===== src/rtl/dmem_arb_pkg.sv =====
// Shared encodings for the data-memory / dump arbiter.
package dmem_arb_pkg;

  typedef enum logic [1:0] {
    ST_RUN   = 2'd0,
    ST_DRAIN = 2'd1,
    ST_DUMP  = 2'd2,
    ST_DONE  = 2'd3
  } state_t;

  localparam logic [31:0] HALT_INSTR = 32'hFFFF_FFFF;

endpackage


===== src/rtl/dump_skid_fifo.sv =====
// Two-entry {addr,data} FIFO that buffers RAM read returns for the dump port.
module dump_skid_fifo #(
  parameter int ADDR_W = 9,
  parameter int DATA_W = 32
) (
  input  logic              clk,
  input  logic              rst_n,
  input  logic              i_push,
  input  logic [ADDR_W-1:0] i_push_addr,
  input  logic [DATA_W-1:0] i_push_data,
  input  logic              i_pop,
  output logic              o_valid,
  output logic [ADDR_W-1:0] o_addr,
  output logic [DATA_W-1:0] o_data,
  output logic [1:0]        o_count
);

  logic [ADDR_W-1:0] r_addr [2];
  logic [DATA_W-1:0] r_data [2];
  logic              r_wptr;
  logic              r_rptr;
  logic [1:0]        r_count;

  // Storage is cleared too so the head reads as zero straight out of reset.
  always_ff @(posedge clk or negedge rst_n) begin
    if (!rst_n) begin
      r_addr[0] <= '0;
      r_addr[1] <= '0;
      r_data[0] <= '0;
      r_data[1] <= '0;
      r_wptr    <= 1'b0;
      r_rptr    <= 1'b0;
      r_count   <= 2'd0;
    end else begin
      if (i_push) begin
        r_addr[r_wptr] <= i_push_addr;
        r_data[r_wptr] <= i_push_data;
        r_wptr         <= ~r_wptr;
      end
      if (i_pop) begin
        r_rptr <= ~r_rptr;
      end
      r_count <= r_count + {1'b0, i_push} - {1'b0, i_pop};
    end
  end

  assign o_valid = (r_count != 2'd0);
  assign o_addr  = r_addr[r_rptr];
  assign o_data  = r_data[r_rptr];
  assign o_count = r_count;

endmodule


===== src/rtl/dmem_dump_arbiter.sv =====
// Shares the data-memory port between the CPU MEM stage and an end-of-run dump engine.
// Optional DMEM_DUMP_CHECKSUM_EN adds dump_csum, the running sum of popped dump words.
module dmem_dump_arbiter
  import dmem_arb_pkg::*;
#(
  parameter int ADDR_W       = 9,
  parameter int DATA_W       = 32,
  parameter int DEPTH        = 512,
  parameter int DRAIN_CYCLES = 3
) (
  input  logic              clk,
  input  logic              rst_n,
  input  logic [31:0]       instr_d,
  input  logic              cpu_req,
  input  logic              cpu_we,
  input  logic [ADDR_W-1:0] cpu_addr,
  input  logic [DATA_W-1:0] cpu_wdata,
  output logic [DATA_W-1:0] cpu_rdata,
  output logic              cpu_stall,
  output logic              mem_en,
  output logic              mem_we,
  output logic [ADDR_W-1:0] mem_addr,
  output logic [DATA_W-1:0] mem_wdata,
  input  logic [DATA_W-1:0] mem_rdata,
  output logic              dump_valid,
  input  logic              dump_ready,
  output logic [ADDR_W-1:0] dump_addr,
  output logic [DATA_W-1:0] dump_data,
  output logic              dump_done,
  output logic [31:0]       run_cycles
`ifdef DMEM_DUMP_CHECKSUM_EN
  ,
  output logic [31:0]       dump_csum
`endif
);

  localparam int DC_W = (DRAIN_CYCLES > 1) ? $clog2(DRAIN_CYCLES) : 1;
  localparam logic [DC_W-1:0]   DRAIN_LOAD = DC_W'(DRAIN_CYCLES - 1);
  localparam logic [ADDR_W-1:0] LAST_ADDR  = ADDR_W'(DEPTH - 1);

  state_t            r_state;
  state_t            w_next;
  logic [DC_W-1:0]   r_drain_cnt;
  logic [ADDR_W-1:0] r_rd_ptr;
  logic [ADDR_W-1:0] r_rd_addr;
  logic              r_rd_all;
  logic              r_rd_pend;
  logic [31:0]       r_run_cycles;

  logic              w_issue;
  logic              w_pop;
  logic              w_fifo_valid;
  logic [1:0]        w_fifo_count;
  logic [2:0]        w_occ;

  dump_skid_fifo #(
    .ADDR_W (ADDR_W),
    .DATA_W (DATA_W)
  ) u_fifo (
    .clk         (clk),
    .rst_n       (rst_n),
    .i_push      (r_rd_pend),
    .i_push_addr (r_rd_addr),
    .i_push_data (mem_rdata),
    .i_pop       (w_pop),
    .o_valid     (w_fifo_valid),
    .o_addr      (dump_addr),
    .o_data      (dump_data),
    .o_count     (w_fifo_count)
  );

  assign dump_valid = w_fifo_valid;
  assign w_pop      = w_fifo_valid & dump_ready;

  // Occupancy the FIFO will reach once the in-flight read lands and this cycle's pop retires.
  assign w_occ   = {1'b0, w_fifo_count} + {2'b0, r_rd_pend} - {2'b0, w_pop};
  assign w_issue = (r_state == ST_DUMP) && !r_rd_all && (w_occ <= 3'd1);

  always_ff @(posedge clk or negedge rst_n) begin
    if (!rst_n) begin
      r_state <= ST_RUN;
    end else begin
      r_state <= w_next;
    end
  end

  always_comb begin
    w_next    = r_state;
    mem_en    = 1'b0;
    mem_we    = 1'b0;
    mem_addr  = '0;
    mem_wdata = '0;
    cpu_stall = 1'b0;
    dump_done = 1'b0;
    case (r_state)
      ST_RUN: begin
        mem_en    = cpu_req;
        mem_we    = cpu_we;
        mem_addr  = cpu_addr;
        mem_wdata = cpu_wdata;
        if (instr_d == HALT_INSTR) begin
          w_next = ST_DRAIN;
        end
      end
      ST_DRAIN: begin
        mem_en    = cpu_req;
        mem_we    = cpu_we;
        mem_addr  = cpu_addr;
        mem_wdata = cpu_wdata;
        if (r_drain_cnt == '0) begin
          w_next = ST_DUMP;
        end
      end
      ST_DUMP: begin
        cpu_stall = 1'b1;
        mem_en    = w_issue;
        mem_addr  = r_rd_ptr;
        if (w_pop && (dump_addr == LAST_ADDR)) begin
          w_next = ST_DONE;
        end
      end
      default: begin
        cpu_stall = 1'b1;
        dump_done = 1'b1;
      end
    endcase
  end

  assign cpu_rdata = mem_rdata;

  always_ff @(posedge clk or negedge rst_n) begin
    if (!rst_n) begin
      r_drain_cnt  <= DRAIN_LOAD;
      r_run_cycles <= '0;
    end else begin
      if (r_state == ST_RUN) begin
        r_drain_cnt <= DRAIN_LOAD;
        if (r_run_cycles != 32'hFFFF_FFFF) begin
          r_run_cycles <= r_run_cycles + 32'd1;
        end
      end else if ((r_state == ST_DRAIN) && (r_drain_cnt != '0)) begin
        r_drain_cnt <= r_drain_cnt - 1'b1;
      end
    end
  end

  assign run_cycles = r_run_cycles;

  // The pointer parks on the last address; r_rd_all blocks any further reads.
  always_ff @(posedge clk or negedge rst_n) begin
    if (!rst_n) begin
      r_rd_ptr  <= '0;
      r_rd_addr <= '0;
      r_rd_all  <= 1'b0;
      r_rd_pend <= 1'b0;
    end else begin
      r_rd_pend <= w_issue;
      if (w_issue) begin
        r_rd_addr <= r_rd_ptr;
        if (r_rd_ptr == LAST_ADDR) begin
          r_rd_all <= 1'b1;
        end else begin
          r_rd_ptr <= r_rd_ptr + 1'b1;
        end
      end
    end
  end

`ifdef DMEM_DUMP_CHECKSUM_EN
  logic [31:0] r_csum;

  always_ff @(posedge clk or negedge rst_n) begin
    if (!rst_n) begin
      r_csum <= '0;
    end else if (w_pop) begin
      r_csum <= r_csum + 32'(dump_data);
    end
  end

  assign dump_csum = r_csum;
`endif

endmodule

===== config.mk =====
export PLATFORM = sky130hd
export DESIGN_NAME = dmem_dump_arbiter
export DESIGN_NICKNAME = d
export VERILOG_FILES = /design/src/rtl/dmem_arb_pkg.sv /design/src/rtl/dump_skid_fifo.sv /design/src/rtl/dmem_dump_arbiter.sv
export SDC_FILE = /design/constraint.sdc
export NUM_CORES = 1
export LEC_CHECK = 0
export CAP_MARGIN = 20
export CORE_MARGIN = 4
export CORE_UTILIZATION = 48
export DETAILED_ROUTE_END_ITERATION = 6
export GPL_ROUTABILITY_DRIVEN = 0
export GPL_TIMING_DRIVEN = 0
export PLACE_DENSITY = 0.94
export SLEW_MARGIN = 20
export SYNTH_ARGS = -nofsm -noshare
export SYNTH_HDL_FRONTEND = slang
export SYNTH_SLANG_ARGS = --single-unit

===== constraint.sdc =====
create_clock -name clk -period 8.36 [get_ports clk]
set_input_delay 1.672 -clock clk [delete_from_list [all_inputs] [get_ports clk]]
set_output_delay 1.672 -clock clk [all_outputs]
set_load 0.03 [all_outputs]

==> out/results.tsv <==
stage	metric	value	unit
power_and_ir_drop	PwrDens	324	mW/mm²
logic_synthesis	post-synthesis simple-gate area fraction	14.7	%
die	I/O Pins	261	
logic_synthesis	post-synthesis cell type count	41	
layout	fill count	951	
global_route	remaining global-route overflow	0	
logic_synthesis	mux share of post-synthesis cell area	19.7	%
logic_synthesis	Synth Area in Compound Gates	2.12	%
power_and_ir_drop	P_leak	4.61	nW
clock_tree	clock root cell	clkbuf_16	
layout	# diodes	0	
timing	Final Max Tran Viols	0	
global_route	global-route wire length before repair	31.1	mm
worst_setup_path	Worst EP arrival	4.71	ns
timing	final period utilization	76.3	%
clock_tree	Clock Tree Buf Depth	2	
detailed_routing	first-pass detailed-route iteration total	4	
logic_synthesis	largest family of logic cells by synthesized area	multiplexers	
detailed_routing	Vias	5663	
layout	most frequent cells in the layout	259 x clkdlybuf4s50_1, 141 x dfrtp_1, 121 x mux2_2	
global_route	antenna violations before repair	0	
power_and_ir_drop	Max VDD drop	0.000147	V
detailed_routing	Routed WL	19.8	mm
place	dpl hpwl	15.1	mm
global_route	largest net degree at the start of global routing	77	
die	die area	0.0166	mm²
run	max_cap viols	0	
logic_synthesis	Synth Register Bits	142	
detailed_routing	# DRC	0	
worst_setup_path	crit-path max FO	10	
detailed_routing	Vias/cell	5.25	
logic_synthesis	Post-Synth XOR/XNOR Area	4.98	%
timing	Rel. slew slack	53.0	%
timing	Period minus WS final	6.38	ns
timing	endpoints failing hold	0	
logic_synthesis	adder-cell area share of the yosys netlist	2.24	%
die	chip width	129	µm
detailed_routing	wire per inst	18.3	µm
die	Core Footprint	0.0141	mm²
layout	Area growth, synth to finish	50.3	%
worst_setup_path	Worst setup EP type	primary output	
clock_tree	H-tree lvl count	4	
layout	final core utilization	75.0	%
layout	register area	0.00355	mm²
detailed_routing	Top Layer Used	met4	
place	Port Buf Inserts	260	
clock_tree	CTS tree	built	
clock_tree	Resized cells post-CTS	0	
outcome	status	completed	
logic_synthesis	syn_area_per_cell	11.6	µm²
clock_tree	total CTS buffers	17	
layout	fraction of layout cells with a size suffix above 1	22.2	%
global_route	vias in the first global route	5971	
clock_tree	Clock Pin Slew Worst Setup and Hold Paths	0.06	ns
timing	# setup viols final	0	
logic_synthesis	Syn Nets	727	
logic_synthesis	synthesized cell area	0.00703	mm²
logic_synthesis	post-synthesis sequential area ratio	50.6	%
timing	unrepaired setup endpoints after global routing	false	
die	number of core rows	43	
detailed_routing	met1 WL	7.03	mm
clock_tree	clock net sink count	142	
layout	commonest non-fill, non-tap cell in the layout	clkdlybuf4s50_1	
layout	Layout Nets	1007	
timing	Slew @ Worst Pin	0.705	ns
die	Initial Util	49.9	%
layout	Multi-input gate area	0.00308	mm²
detailed_routing	Met3 Routed Length	1.41	mm
detailed_routing	Post-DRT Antenna Nets	0	
detailed_routing	DR iter-0 viols	351	
clock_tree	later-pin clock latency in the skew report	0.42	ns
clock_tree	post-CTS setup buffer count	0	
worst_setup_path	kind of critical path	in -> out	
worst_setup_path	Critical Path Source Type	input port	
timing	Clock Skews	0.00873	ns
detailed_routing	met2 wire length	10.7	mm
worst_setup_path	CP Data Required Time	6.69	ns
global_route	Total GRT Usage	24.2	%
timing	fmax	0.157	GHz
timing	setup TNS	0	ns
logic_synthesis	Mapped Cells	605	
clock_tree	Hold Buf Count CTS	0	
logic_synthesis	Yosys warnings	0	
min_path	Min-Delay Path Class	reg -> reg	
die	Die H	129	µm
power_and_ir_drop	total power draw	3.42	mW
## synthesized netlist by cell type, drive strengths merged
cell / instances / area, µm²
a211o: 1 / 8.76
a21o: 1 / 7.51
a21oi: 4 / 20.0
a221o: 1 / 10.0
a22oi: 9 / 67.6
and2: 34 / 215
and2b: 1 / 8.76
and3: 8 / 55.1
and4: 5 / 43.8
buf: 37 / 267
clkbuf: 19 / 71.3
dfrtp: 141 / 3530
dfstp: 1 / 26.3
fa: 1 / 20.0
ha: 11 / 138
inv: 15 / 56.3
mux2: 122 / 1380
mux2i: 1 / 10.0
nand2: 57 / 216
nand2b: 2 / 12.5
nand3: 20 / 100
nand4: 22 / 153
nand4b: 1 / 8.76
nor2: 23 / 86.3
nor2b: 2 / 12.5
nor3: 9 / 45.0
nor4: 4 / 40.0
o21ai: 7 / 35.0
or2: 3 / 18.8
or3: 3 / 18.8
xnor2: 26 / 228
xor2: 14 / 123
## sequential cells by signal, summed over array words and instances, names as in the netlist
signal	flops
u_fifo.r_data	64
u_fifo.r_rptr	1
r_rd_pend	1
r_rd_ptr	9
r_rd_addr	9
r_state	2
u_fifo.o_count	2
r_rd_all	1
u_fifo.r_wptr	1
r_drain_cnt	2
run_cycles	32
u_fifo.r_addr	18
## cells by family (layout without fill, tap and decap cells)
group | after synthesis | count (layout)
compound gates | 23 | 23
simple gates | 194 | 194
xor+xnor | 40 | 40
mux | 123 | 123
fa+ha+maj | 12 | 12
buf+inv | 71 | 364
flops | 142 | 142
## worst max-delay path, cell delays in order
cell	delay [ns]
clkdlybuf4s50_1	0.41
nand2_1	0.10
inv_1	0.07
ha_1	0.28
inv_1	0.04
ha_1	0.19
fa_1	0.47
nor2_1	0.11
nand3_1	0.12
clkbuf_1	0.24
a21oi_1	0.20
clkdlybuf4s50_1	0.80
## cell type report
cell class | instances | area share, %
Timing Repair Buffer | 261 | 24.9
Clock inverter | 14 | 2.25
Clock buffer | 18 | 4.16
Sequential cell | 142 | 33.6
Buffer | 56 | 3.20
Inverter | 15 | 0.533
Multi-Input combinational cell | 392 | 29.1
Tap cell | 180 | 2.13
## final timing paths
path                            slack, ns         startpoint                end  cells past startpoint
worst max register to register       5.06  u_fifo.o_count[1]        r_rd_ptr[5]                     13
min in group asynchronous            1.20              rst_n  u_fifo.r_data[58]                      1
worst min-delay path                 0.46           r_rd_all           r_rd_all                      1
worst min register to register       0.46           r_rd_all           r_rd_all                      1
max in group asynchronous            6.43              rst_n     run_cycles[25]                      2
worst max-delay path                 1.98         dump_ready             mem_en                     12
## per-stage QoR
step	hold WS (ns)	instance area, µm²	worst slack [ns]	instances
2_1_floorplan	0.428	7030	3.08	605
3_3_place_gp	0.445	9860	0.120	1045
3_5_place_dp	0.445	9890	1.97	1046
4_1_cts	0.459	10600	1.94	1078
5_1_grt	0.502	10600	1.82	1078
6_report	0.458	10600	1.98	1078
## metal layers
layer / global-route usage (%) / up-vias
met5: 0 / -
met1: 26.0 / 2749
met2: 45.4 / 250
met4: 9.88 / 0
li1: - / 2628
met3: 5.56 / 36
## report_power, final
part	internal, mW	switching (mW)
combinational	0.729	0.788
sequential	0.916	0.135
clock	0.568	0.288
Power figures use the tool's default switching activity.
==> variant 1 (same settings) <==
Change the parameter `DRAIN_CYCLES` from 3 to 2.
--- a/src/rtl/dmem_dump_arbiter.sv
+++ b/src/rtl/dmem_dump_arbiter.sv
@@ -6,7 +6,7 @@
   parameter int ADDR_W       = 9,
   parameter int DATA_W       = 32,
   parameter int DEPTH        = 512,
-  parameter int DRAIN_CYCLES = 3
+  parameter int DRAIN_CYCLES = 2
 ) (
   input  logic              clk,
   input  logic              rst_n,
Behaviour: not the same (a bounded check fails within 4 cycles, from zero or initial values and one cycle with rst_n low).
==> variant 1 against the unedited design <==
  * Wire length is 2.6% lower
  * Total power fell by 3.1%
  * Sequential cell count decreased by 1
  * Cell area about the same
  * Fmax down 1.2%
  * Critical path type unchanged
  * Worst setup slack got worse by 78 ps
  * Die area up 0.96%
  * Critical endpoint unchanged
  * Utilization is 2.2 points lower
  * Area after synthesis grew 1.0%
==> variant 1: results (changes against the unedited design) <==
outcome:
  status: "finished clean"
synthesis:
  syn_inst: 587  # -3.0%
  synth.distinct_cells: 47  # +15%
  netlist_top_cells_count: "dfrtp_1, mux2_2, and2_1"
  synthTopCellsByArea: "dfrtp_1, mux2_2, buf_4, xnor2_1, and2_1"
  seq_area_frac_synth: 0.497  # -0.00861
  syn-num-nets: 708  # -2.6%
worst_setup_path:
  critPathMaxStageDelay_ps: 690  # -110 ps
  crit_arrival_ps: 4780  # +70 ps
final_layout:
  fill_cells: 1008  # +6.0%
  nets: 988  # -1.9%
  drive_above_1_share: 0.239  # +0.0170
  num_antenna_cells: 0  # unchanged
  regMostFlops: "u_fifo.r_data"
power_and_ir_drop:
  ir_worst_vdd_uv: 165  # +12%
  p_leak_nw: 4.51  # -2.3%
detailed_routing:
  vias: 5592  # -1.3%
  drt-wirelength-per-cell_um: 18.1  # -1.3%
  finalWirelength_um: 19200  # -2.6%
grt:
  grt_usage: 0.234  # -0.00815
  grt_pass1_wl_um: 30400  # -2.1%
  grt_max_degree: 73  # -5.2%
  grt_antenna_before_repair: 1  # +1
cts:
  cts_root_buf: "clkbuf_16"
placed_design:
  dp.cells: 1032  # -1.3%
  detailed_place_hpwl_um: 15000  # -0.91%
sta:
  tightestPinTransition_ps: 724  # +19.5 ps
  finClkSkew_ps: 7.78  # -0.952 ps
variant 1: cell types whose count changed after synthesis, sizes merged, moves of 4 or more:
cell    before  now
nand2       57   27
buf         37   44
o21ai        7    3
clkbuf      19   11
nor2        23   19
mux2       122  132
variant 1: path summary, 6_finish.rpt:
check,startpoint,to,slack [ps],depth (start not counted)
max,dump_ready,mem_en,1910,12
min,r_rd_all,r_rd_all,470,1
max reg2reg,u_fifo.o_count[1],r_rd_all,5290,11
min reg2reg,r_rd_all,r_rd_all,470,1
max in group asynchronous,rst_n,r_drain_cnt,6410,2
min in group asynchronous,rst_n,u_fifo.r_data[28],1190,1
variant 1: layout make-up:
cell class | count | share of cell area
sequential | 141 | 0.334
timing repair buffer | 261 | 0.249
multi-input combinational | 377 | 0.302
inverter | 14 | 0.00497
tap | 184 | 0.0218
clock inverter | 9 | 0.0127
clock buffer | 23 | 0.0443
buffer | 55 | 0.0313
variant 1: report_power, final:
group          leakage [nW]  internal (mW)  switching, mW
sequential             1.77          0.913          0.144
combinational          2.46          0.746          0.752
clock                 0.280          0.485          0.277
total                  4.51           2.14           1.17
variant 1: worst register-to-register path, cell delays in order (launching register included):
cell	delay (ps)
dfrtp_1	400
o21ai_0	360
inv_1	90
ha_1	280
inv_1	40
ha_1	180
fa_1	530
nor2_1	60
nand3_1	140
buf_1	470
inv_1	200
a21o_1	220
variant 1: cells by family (layout without fill, tap and decap cells):
family                     Yosys count  in the layout  synth area share
xor gates and xnor gates            37             37            0.0456
adders and majority gates           11             11            0.0204
DFF                                141            141             0.497
buffers and inverters               69            362            0.0539
muxes                              134            134             0.212
AOI/OAI and AO/OA                   23             23            0.0241
and+or+nand+nor                    172            172             0.146
variant 1: routing by layer:
metal / track usage / up-vias / part of all wire
met5: 0 / - / 0.00068
met1: 0.255 / 2685 / 0.37
met2: 0.427 / 249 / 0.52
met3: 0.0598 / 48 / 0.074
met4: 0.101 / 2 / 0.030
li1: - / 2608 / -
variant 1: per-stage QoR:
stage	total power, mW	setup WS (ps)	area (um2)
global route	3.49	1680	10600
detailed placement	2.57	1910	9960
CTS	3.35	1890	10600
floorplan	2.00	2930	7100
global placement	2.51	161	9930
finish	3.32	1910	10600
==> variant 2 (config.mk and constraints unchanged) <==
Without the edit above. Re-encode `state_t` (4 states) as Gray code, 2 bits wide.
--- a/src/rtl/dmem_arb_pkg.sv
+++ b/src/rtl/dmem_arb_pkg.sv
@@ -2,10 +2,10 @@
 package dmem_arb_pkg;
 
   typedef enum logic [1:0] {
-    ST_RUN   = 2'd0,
-    ST_DRAIN = 2'd1,
-    ST_DUMP  = 2'd2,
-    ST_DONE  = 2'd3
+    ST_RUN   = 2'b00,
+    ST_DRAIN = 2'b01,
+    ST_DUMP  = 2'b11,
+    ST_DONE  = 2'b10
   } state_t;
 
   localparam logic [31:0] HALT_INSTR = 32'hFFFF_FFFF;
Function: no difference found for any inputs over 4 cycles, from zero or initial values and one cycle with rst_n low; so few cycles prove little.
==> variant 2 against the unedited design <==
  * Cell area down 1.2%
  * Utilization down 0.63 points
  * Area after synthesis down 1.0%
  * Wire length down 0.79%
  * Worst setup slack better by 29 ps
  * Sequential cell count unchanged
  * Hold slack better by 9.1 ps
  * Critical path depth down 1
  * Register-to-register slack better by 240 ps
  * Largest cell class unchanged
Power is not compared: it rests on default switching activity, and its combinational part moved more than twofold at a synthesized area within 25%.
==> variant 2: results (changes against the unedited design) <==
final_layout:
  clkbuf_count: 17  # -1
  multi_input_area_share: 0.286  # -0.00539
  num-nonclk-inverters: 19  # +4
  nonClockBufferCount: 320  # +0.95%
  drive_above_1_share: 0.220  # -0.00111
  fill_cells: 955  # +0.42%
  multi_input_cells: 385  # -1.8%
  area_growth_pct: 50.0
  buf_share: 0.286  # +0.00419
  clock_area_frac: 0.0593  # -0.00472
  nets: 1002  # -0.50%
worst_setup_path:
  crit_arrival_ps: 4680  # -30 ps
  critPathMaxStageDelay_ps: 640  # -160 ps
floorplan:
  die_w_um: 128  # -0.48%
placed_design:
  detailed_place_hpwl_um: 14600  # -3.2%
  place_ws_ps: 2030  # +55.6 ps
  dpl_cell_area_um2: 9820  # -0.72%
grt:
  grt_usage: 0.237  # -0.00477
  grt_pass1_vias: 6005  # +0.57%
  grt_max_degree: 87  # +13%
  grt_use_met3: 0.0726  # +0.0170
  met2_usage: 0.436  # -0.0176
  met1_usage: 0.254  # -0.00540
  grt_pass1_wl_um: 30300  # -2.6%
detailed_routing:
  wl_met1_um: 7110  # +1.2%
  top_layer_used: "met4"
  first_pass_iters: 4  # unchanged
  wl_met3_um: 1600  # +14%
  dr_wl_met2_um: 10300  # -3.2%
  vias: 5679  # +0.28%
  finalWirelength_um: 19600  # -0.79%
synthesis:
  synth.distinct_cells: 42  # +2.4%
  synthTopCellsByArea: "dfrtp_1, mux2_2, buf_4, nand2_1, nor2b_1"
  seq_area_frac_synth: 0.511  # +0.00519
  synth-xor-area-share: 0.0491  # -0.000748
  synthAdderAreaFrac: 0.0137  # -0.00876
  synth_compound_area_frac: 0.0266  # +0.00543
  netlist_top_cells_count: "dfrtp_1, mux2_2, nand2_1"
sta:
  relSlewSlack: 0.483  # -0.0472
  finClkSkew_ps: 13.4  # +4.70 ps
outcome:
  status: "finished clean"
[variant 2: changes by cell type in the layout (fill, tap and decap cells not counted), moves of 8 or more]
cell	change
nor2_1	-10
o21ai_0	+10
and2_1	-28
nor2b_1	+33
a22oi_1	-8
[variant 2: path summary, 6_finish.rpt]
kind	start	to	slack, ps	depth (start not counted)
min reg2reg	r_rd_all	r_rd_all	470	1
max	dump_ready	mem_en	2010	11
max in group asynchronous	rst_n	run_cycles[30]	6430	2
min	r_rd_all	r_rd_all	470	1
min in group asynchronous	rst_n	u_fifo.r_data[56]	1170	1
max reg2reg	u_fifo.o_count[1]	r_rd_ptr[1]	5300	10
[variant 2: power breakdown]
part	switching, mW	internal [mW]	leakage (nW)
Clock	0.294	0.498	0.299
Combinational	0.284	0.251	2.57
Sequential	0.00807	0.703	1.89
Total	0.586	1.45	4.76
